==> src/rtl/boron_xor_layer_pipe.sv <==
// BORON XOR diffusion layer (forward or inverse per block) behind a stallable
// valid/ready pipeline; mixing happens before stage 0, later stages only carry.
module boron_xor_layer_pipe #(
    parameter int unsigned WORD_W     = 16,
    parameter int unsigned PIPE_DEPTH = 2,
    parameter int unsigned CNT_W      = 5
) (
    input  logic                clk,
    input  logic                rst,
    input  logic                in_valid,
    output logic                in_ready,
    input  logic [4*WORD_W-1:0] in_data,
    input  logic                in_inv,
    output logic                out_valid,
    input  logic                out_ready,
    output logic [4*WORD_W-1:0] out_data,
    output logic                out_inv,
    output logic [CNT_W-1:0]    done_cnt
);
    localparam int unsigned BlkW = 4 * WORD_W;
    localparam int          Last = int'(PIPE_DEPTH) - 1;

    if (PIPE_DEPTH < 1 || PIPE_DEPTH > 4) begin : g_bad_depth
        $error("boron_xor_layer_pipe: PIPE_DEPTH must be in 1..4");
    end

    logic [WORD_W-1:0] w0, w1, w2, w3;
    logic [BlkW-1:0]   mix_data;

    assign {w3, w2, w1, w0} = in_data;

    always_comb begin
        if (in_inv) begin
            mix_data = {w2 ^ w3, w2 ^ w1 ^ w0, w3 ^ w2 ^ w1, w1 ^ w0};
        end else begin
            mix_data = {w3 ^ w2 ^ w0, w2 ^ w0, w3 ^ w1, w3 ^ w1 ^ w0};
        end
    end

    logic [PIPE_DEPTH-1:0] valid_q;
    logic [PIPE_DEPTH-1:0] inv_q;
    logic [BlkW-1:0]       data_q [PIPE_DEPTH];
    logic [PIPE_DEPTH-1:0] load;
    logic [PIPE_DEPTH-1:0] src_valid;
    logic [PIPE_DEPTH-1:0] src_inv;
    logic [BlkW-1:0]       src_data [PIPE_DEPTH];
    logic [CNT_W-1:0]      done_cnt_q, done_cnt_d;
    logic                  out_fire;

    // A stage may load unless it and every stage after it are full while the
    // output is stalled; this is the unrolled form of the load chain.
    always_comb begin : p_load
        logic full_below;
        full_below = 1'b1;
        load       = '0;
        for (int k = Last; k >= 0; k--) begin
            full_below = full_below & valid_q[k];
            load[k]    = out_ready | ~full_below;
        end
    end

    for (genvar k = 0; k < PIPE_DEPTH; k++) begin : g_src
        if (k == 0) begin : g_head
            assign src_valid[k] = in_valid;
            assign src_inv[k]   = in_inv;
            assign src_data[k]  = mix_data;
        end else begin : g_tail
            assign src_valid[k] = valid_q[k-1];
            assign src_inv[k]   = inv_q[k-1];
            assign src_data[k]  = data_q[k-1];
        end
    end

    assign out_fire = valid_q[Last] & out_ready;

    always_comb begin
        done_cnt_d = done_cnt_q;
        if (out_fire) begin
            done_cnt_d = done_cnt_q + CNT_W'(1);
        end
    end

    always_ff @(posedge clk) begin
        if (rst) begin
            valid_q    <= '0;
            inv_q      <= '0;
            done_cnt_q <= '0;
            for (int k = 0; k < int'(PIPE_DEPTH); k++) begin
                data_q[k] <= '0;
            end
        end else begin
            done_cnt_q <= done_cnt_d;
            for (int k = 0; k < int'(PIPE_DEPTH); k++) begin
                if (load[k]) begin
                    valid_q[k] <= src_valid[k];
                    // Payload only moves with a real block so idle outputs stay quiet.
                    if (src_valid[k]) begin
                        data_q[k] <= src_data[k];
                        inv_q[k]  <= src_inv[k];
                    end
                end
            end
        end
    end

    assign in_ready  = load[0];
    assign out_valid = valid_q[Last];
    assign out_data  = data_q[Last];
    assign out_inv   = inv_q[Last];
    assign done_cnt  = done_cnt_q;

endmodule
==> config.mk <==
export PLATFORM = sky130hd
export DESIGN_NAME = boron_xor_layer_pipe
export DESIGN_NICKNAME = d
export VERILOG_FILES = /design/src/rtl/boron_xor_layer_pipe.sv
export SDC_FILE = /design/constraint.sdc
export NUM_CORES = 1
export LEC_CHECK = 0
export CELL_PAD_IN_SITES_DETAIL_PLACEMENT = 1
export CELL_PAD_IN_SITES_GLOBAL_PLACEMENT = 2
export CORE_UTILIZATION = 34
export DETAILED_ROUTE_END_ITERATION = 12
export GPL_TIMING_DRIVEN = 1
export HOLD_SLACK_MARGIN = 0.15
export PLACE_DENSITY_LB_ADDON = 0.1
export SLEW_MARGIN = 20
export SYNTH_ARGS = -nofsm -noshare
export SYNTH_HDL_FRONTEND = slang
export SYNTH_SLANG_ARGS = --single-unit
==> constraint.sdc <==
create_clock -name clk -period 3.71 [get_ports clk]
set_input_delay 0.742 -clock clk [delete_from_list [all_inputs] [get_ports clk]]
set_output_delay 0.742 -clock clk [all_outputs]
set_load 0.03 [all_outputs]
==> impl_metrics.toml <==
[place]
dp_cells = 905
hpwl_mm = 9.94
port_buffers = 140
dp_slack_ns = 0.634
place_area_um2 = 8150
gp_congestion = 0.749

[cells_and_area]
layout-drive-gt1-share_pct = 6.57
stdcell_area_um2 = 8800
area_growth_pct = 26.5
fill_cells = 2075
post-route-util_pct = 44.5
diodes = 0
final_nets = 729
final-instance-count-excl-fill = 935

[worst_setup_path]
cp-start-kind = "input pin"
cp_common_cell = "clkdlybuf4s50_1"
r2r_cells = 4
cp_slowest_cell = "clkdlybuf4s50_1"
worstPathArrival_ns = 2.33
cp_max_fo = 6
crit_path_max_incr_delay_ns = 0.69
worstPathCellList = "clkdlybuf4s50_1 > and3b_4 > inv_1 > clkdlybuf4s50_1"
critPathRequiredTime_ns = 2.97
crit_type = "input pin to output port"
endpoint_kind = "output port"

[routing]
num_vias = 4103
drt-total-wl_mm = 14.9
viasPerCell = 4.39
drt_pass1_iterations = 4
drcViolationCount = 0
ant_nets = 0
drt_iter0_markers = 107
wl_per_cell_um = 15.9

[floorplan]
fp.dieArea_um2 = 21000
die_y_um = 145
placementRows = 51
die_w_um = 145
core_um2 = 19800
io_pins = 141
initial_core_util_pct = 35.2

[synthesis]
yosys-top-cells-area = "edfxtp_1, xnor2_1, buf_4"
ys_seq_elements = 137
ys_types = 26
avgSynthCellArea_um2 = 12.0
ys.flop_type = "edfxtp_1"
netlist.area_leader.share_pct = 55.3
syn_nets = 649
synth_area_um2 = 6960
synth_top_area_cell = "edfxtp_1"
synth-edff-count = 128
synthCells = 579
yosysMostFrequentCell = "edfxtp_1"
netlist_top_cells_count = "edfxtp_1, xnor2_1, nor2_1, and2_1, buf_4"
yosysWarningCount = 0
ys_seq_area_share_pct = 57.8
async_flop_share_pct = 0

[pwr]
power_density_nw_per_um2 = 507
ir_drop_uv = 291
leakage_nw = 3.20
total_power_mw = 4.46

[grt]
grt_max_degree = 65
track_usage_pct = 14.8
grt_antenna_before_repair = 2
grt_pass1_vias = 4381
grt_pass1_wl_mm = 23.5
gr-total-overflow = 0

[worst_hold_path]
min_path_type = "flop to flop"
hold_depth = 2

[clocking]
cts_hold_buffers = 0
clockBufferDepth = 2
htree_levels = 4
cts-buffers-inserted = 17
clk_pin_slew_ns = 0.06
cts_tree = "built"
cts_root_buf = "clkbuf_16"
cts_setup_buffers = 0
clock_latency_ns = 0.42
cts_repair_resize_count = 0
clock_sinks = 137

[timing]
slew_violations = 0
hold_viol = 0
min_period_ns = 3.08
skew_ns = 0.00858
worstMarginPinSlew_ns = 0.896
post-route-period-util_pct = 82.9
setup_viol = 0
setup_tns_ns = 0
maxSlewHeadroom_pct = 40.2
hold_ws_ns = 0.469
setup_ws_ns = 0.634
grt_setup_unrepaired = "false"
max_freq_mhz = 325

[run]
drv_cap = 0

[run_status]
status = "finished, final reports clean"
[critical path, delay by kind of cell]
kind / cells / cell delay [ns]
simple gates: 1 / 0.25
buf+inv: 3 / 1.34
[cell families after synthesis]
family | share of synthesized area (%)
multiplexers | 0.324
flip-flops | 57.8
buffers and inverters | 9.01
AO/OA/AOI/OAI | 0.791
adder cells (fa/ha/maj) | 0.180
AND/OR/NAND/NOR | 15.5
XOR/XNOR | 16.4
[per-layer routing]
layer | GRT usage, % | up-vias | wire length (µm)
met4 | 5.90 | 2 | 262
met1 | 16.1 | 1991 | 6060
met3 | 5.38 | 22 | 993
met2 | 26.0 | 111 | 7550
met5 | 0 | - | 10
li1 | - | 1977 | -
[power by group]
group	internal (mW)	total (mW)	leakage, nW	switching (mW)
clock network	1.25	1.89	0.304	0.644
registers	1.85	1.89	1.46	0.0379
logic	0.312	0.684	1.44	0.372
[layout by cell type (no fill, tap or decap), types with 3 or more instances in the layout]
master / synthesis / final
edfxtp_1: 128 / 128
clkbuf_16: 0 / 17
nand2_1: 34 / 34
dfxtp_1: 9 / 9
xor2_1: 34 / 34
nor2b_1: 34 / 34
nor2_1: 69 / 69
xnor2_1: 96 / 96
bufinv_16: 0 / 6
clkdlybuf4s50_1: 0 / 139
inv_1: 3 / 3
buf_4: 64 / 4
and2_1: 64 / 64
clkinvlp_4: 0 / 4
a21oi_1: 5 / 5
nand3_1: 6 / 6
[sequential cells by signal, summed over array words and instances (netlist names)]
signal,cells
data_q,128
valid_q,2
inv_q,2
done_cnt,5
[layout make-up]
type	count	area [µm²]	area share [%]
clock inverter	13	228	2.59
tap	265	332	3.77
clock buffer	17	425	4.83
timing repair buffer	146	1470	16.7
sequential	137	4020	45.7
inverter	3	11.3	0.128
multi-input combinational	354	2320	26.3
[path summary, 6_finish.rpt]
check | from | end | slack (ns)
hold reg to reg | inv_q[0]$_SDFFE_PP0P_ | inv_q[1]$_SDFFE_PP0P_ | 0.47
setup / recovery | out_ready | in_ready | 0.63
setup reg to reg | valid_q[1]$_SDFFE_PP0P_ | data_q[0][3]$_SDFFCE_PN0P_ | 1.95
hold / removal | inv_q[0]$_SDFFE_PP0P_ | inv_q[1]$_SDFFE_PP0P_ | 0.47
Power figures use the tool's default switching activity.
==> variant 1: new RTL, config.mk and constraints unchanged <==
`CNT_W`: 5 -> 10.
--- a/src/rtl/boron_xor_layer_pipe.sv
+++ b/src/rtl/boron_xor_layer_pipe.sv
@@ -5,3 +5,3 @@
     parameter int unsigned PIPE_DEPTH = 2,
-    parameter int unsigned CNT_W      = 5
+    parameter int unsigned CNT_W      = 10
 ) (
Ports: changed (resized done_cnt); port bits go from 141 to 146. The function was not compared with the original's and may differ.
==> variant 1 against the original RTL <==
- final area grew 2.3%
- largest power group unchanged
- critical endpoint unchanged
- clock skew is essentially flat
- setup slack lost 0.029 ns
- core utilization shrank 0.44 points
- area after synthesis grew 3.1%
- critical path depth is the same
- maximum frequency shrank 0.92%
- sequential cell count grew 5
- routed wire length shrank 3.5%
- largest cell class unchanged
- power shrank 3.4%
- combinational power shrank 2%
==> variant 1: results (changes against the original RTL) <==
Post-detail-place hpwl: 10000 µm (+0.65%)
Ranking of synthesized cells by area: edfxtp_1 (54%), xnor2_1 (12%), buf_4 (6.7%), and2_1 (5.6%), xor2_1 (4.0%)
Status: finished clean
Largest net degree at the start of global routing: 66 (+1.5%)
FF-to-FF End: data_q[0][13]
Met3 Wirelength: 631 µm (-36%)
Seq/Total Area, Yosys: 57.5% (-0.32 points)
Slew @ Worst Pin: 0.708 ns (-0.188 ns)
GR Util met2: 25.4% (-0.56 points)
Vias in the first global route: 4551 (+3.9%)
Detail Route met2 WL: 7570 µm (+0.25%)
Power share of the clock group: 39.4% (-3.0 points)
Compound-cell area share of the yosys netlist: 1.68% (+0.88 points)
M1 GR Usage: 16.3% (+0.17 points)
Synth cell types: 29 (+12%)
Multiplexer share of the synthesized area: 0.157% (-0.17 points)
GP Congestion: 0.727 (-3.0%)
Final WL: 14400 µm (-3.5%)
Post-Route M1 WL: 5940 µm (-2.0%)
Share of layout cells above drive strength 1: 6.09% (-0.48 points)
Synth top cells by count: edfxtp_1 (128), xnor2_1 (97), nor2_1 (68), and2_1 (64), buf_4 (64)
Maximum vdd drop: 262 µV (-9.8%)
Seq. pwr: 0.00194 W (+3%)
Met3 Use GR: 4.04% (-1.3 points)
Adder-Cell Fraction of Synth Area: 0.175% (-0.0053 points)
DP Area: 8420 µm² (+3.3%)
First drt pass iteration count: 3 (-1)
## variant 1: metrics by stage
stage          std cells  utilization (%)  setup slack, ns  hold slack, ns
6_report             976             44.1            0.605           0.478
5_1_grt              976             44.1            0.507           0.506
4_1_cts              976             44.1            0.591           0.476
3_5_place_dp         944             41.2            0.594           0.468
3_3_place_gp         944             41.2            0.615           0.463
2_1_floorplan        606                -            0.686           0.440
## variant 1: final cells by class
cell class / instances / area, µm²
fillers: 2174 / 11400
repair buffers: 154 / 1510
flip-flops and latches: 142 / 4120
inverters: 6 / 22.5
clock inverters: 12 / 145
clock buffers: 20 / 437
well taps: 270 / 338
multi-input cells: 372 / 2420
## variant 1: worst max path at each step
stage / slack, ns / endpoint / depth (start not counted)
floorplan: 0.69 / data_q[0][0] / 3
global placement: 0.61 / in_ready / 4
detailed placement: 0.59 / in_ready / 4
CTS: 0.59 / in_ready / 4
global route: 0.51 / in_ready / 4
finish: 0.61 / in_ready / 4
==> variant 2: new RTL, same flow settings <==
Made on the original files. Register the output `done_cnt` once more; this adds one clock of latency there. The other outputs are not delayed to match.
--- a/src/rtl/boron_xor_layer_pipe.sv
+++ b/src/rtl/boron_xor_layer_pipe.sv
@@ -109,3 +109,5 @@
     assign out_inv   = inv_q[Last];
-    assign done_cnt  = done_cnt_q;
+    always_ff @(posedge clk) begin
+        done_cnt <= done_cnt_q;
+    end
 
Formal check against the unedited RTL: not equivalent (a bounded check fails within 4 cycles, from zero or initial values and one cycle with rst high).
==> variant 2 against the original RTL <==
- routed wire length is 5.0% lower
- critical path depth unchanged
- sequential cell count grew 5
- area after synthesis increased by 1.5%
- final area is 0.47% higher
- sequential power up 3%
- power fell by 3.8%
- setup slack worse by 0.022 ns
- largest cell class unchanged
==> variant 2: results (changes against the original RTL) <==
Clk_lat worst skew: 0.42 ns (about the same)
Yosys warning total: 0 (unchanged)
Most used flip-flop cell after synthesis: edfxtp_1
Clock skew: 0.00894 ns (+0.000361 ns)
First drt pass iteration count: 4 (unchanged)
Initial antenna violation count: 1 (-1)
Vias in the first global route: 4258 (-2.8%)
Hold crit path type: flop to flop
Post-detail-place hpwl: 9560 µm (-3.8%)
CTS buffer count: 17 (unchanged)
Iteration-0 DRC Markers: 97 (-9.3%)
IO Port Bufs: 140 (unchanged)
GP Congestion: 0.739 (-1.4%)
Leak: 3.23 nW (+1.0%)
Synth top cells by count: edfxtp_1 (128), xnor2_1 (96), nor2_1 (69), and2_1 (64), buf_4 (64)
Total Nets Final: 733 (+0.55%)
Share of layout cells above drive strength 1: 6.80% (+0.24 points)
Status: finished clean
Synth cell types: 26 (unchanged)
Flip-flop count of the largest register after layout: 128 (unchanged)
N_diodes: 0 (unchanged)
Slowest stage delay, CP: 0.69 ns (about the same)
Cts repair resizes: 0 (unchanged)
EDFF count, synth: 128 (unchanged)
Global-route wire length before repair: 22700 µm (-3.7%)
Clk root buf: clkbuf_16
Largest net degree at the start of global routing: 65 (unchanged)
Max Buffers Root-to-Sink: 2 (unchanged)
Ranking of synthesized cells by area: edfxtp_1 (54%), xnor2_1 (12%), buf_4 (6.8%), and2_1 (5.7%), xor2_1 (4.2%)
Arr. time, crit path: 2.36 ns (+0.03 ns)
CP delay by family, top: buffers and inverters
Total track usage: 14.0% (-0.77 points)
Wire per inst: 14.9 µm (-6.1%)
Seq/Total Area, Yosys: 58.4% (+0.59 points)
Filler cell count: 2159 (+4.0%)
# Post-CTS Setup Buffers: 0 (unchanged)
H-tree Lvls: 4 (unchanged)
Vias per std cell: 4.33 (-1.3%)
Maximum vdd drop: 289 µV (-0.45%)
Share of async-settable or async-resettable flops after synthesis: 0% (unchanged)
CP max-delay cell: clkdlybuf4s50_1
Syn nets: 654 (+0.77%)
Biggest regs: data_q x128, done_cnt x5, done_cnt_q x5
Crit path max fanout: 6 (unchanged)
Worst-path clk slew: 0.06 ns (about the same)
Slew @ Worst Pin: 0.727 ns (-0.170 ns)
-- variant 2: cell count changes after synthesis --
cell	change
buf_1	-1
buf_2	+1
dfxtp_1	+5
-- variant 2: logic make-up (layout without fill, tap and decap cells) --
group           after synthesis  after routing  share of synthesized area, %
flops                       142            142                          58.4
simple gates                212            212                          15.3
xor+xnor                    130            130                          16.1
mux                           2              2                         0.319
compound gates                9              9                         0.780
buf+inv                      88            180                          8.90
fa+ha+maj                     1              1                         0.177
-- variant 2: stage by stage --
| step | instances | hold slack [ns] | utilization [%] | area [µm²] | setup slack [ns] |
|---|---|---|---|---|---|
| floorplan | 584 | 0.344 | - | 7060 | 0.685 |
| global placement | 914 | 0.358 | 40.7 | 8250 | 0.634 |
| detailed placement | 914 | 0.357 | 40.7 | 8250 | 0.606 |
| CTS | 946 | 0.368 | 43.6 | 8840 | 0.604 |
| global route | 946 | 0.390 | 43.6 | 8840 | 0.536 |
| finish | 946 | 0.366 | 43.6 | 8840 | 0.612 |
-- variant 2: final timing paths --
| kind | from | cells past startpoint | endpoint | slack, ns |
|---|---|---|---|---|
| setup / recovery | out_ready | 4 | in_ready | 0.61 |
| hold reg to reg | done_cnt_q[4] | 0 | done_cnt[4] | 0.37 |
| setup reg to reg | valid_q[0] | 4 | data_q[0][24] | 1.85 |
| hold / removal | done_cnt_q[4] | 0 | done_cnt[4] | 0.37 |
-- variant 2: layout make-up --
type	instances	area, µm²	area share, %
flip-flops and latches	142	4120	46.6
repair buffers	145	1460	16.5
clock inverters	10	70.1	0.792
multi-input cells	354	2320	26.3
clock buffers	22	519	5.87
inverters	3	11.3	0.127
well taps	270	338	3.82
-- variant 2: power breakdown --
part	internal [W]	leakage (nW)	switching [W]
clock network	0.00100	0.300	0.000681
registers	0.00190	1.50	0.0000356
logic	0.000312	1.44	0.000366
total	0.00321	3.23	0.00108
-- variant 2: metal layers --
metal | up-vias | global-route usage (%) | share of wire (%)
met5 | - | 0 | 0.092
li1 | 1994 | - | -
met4 | 2 | 4.84 | 1.4
met2 | 87 | 24.1 | 51
met3 | 21 | 4.31 | 4.3
met1 | 1994 | 16.6 | 43
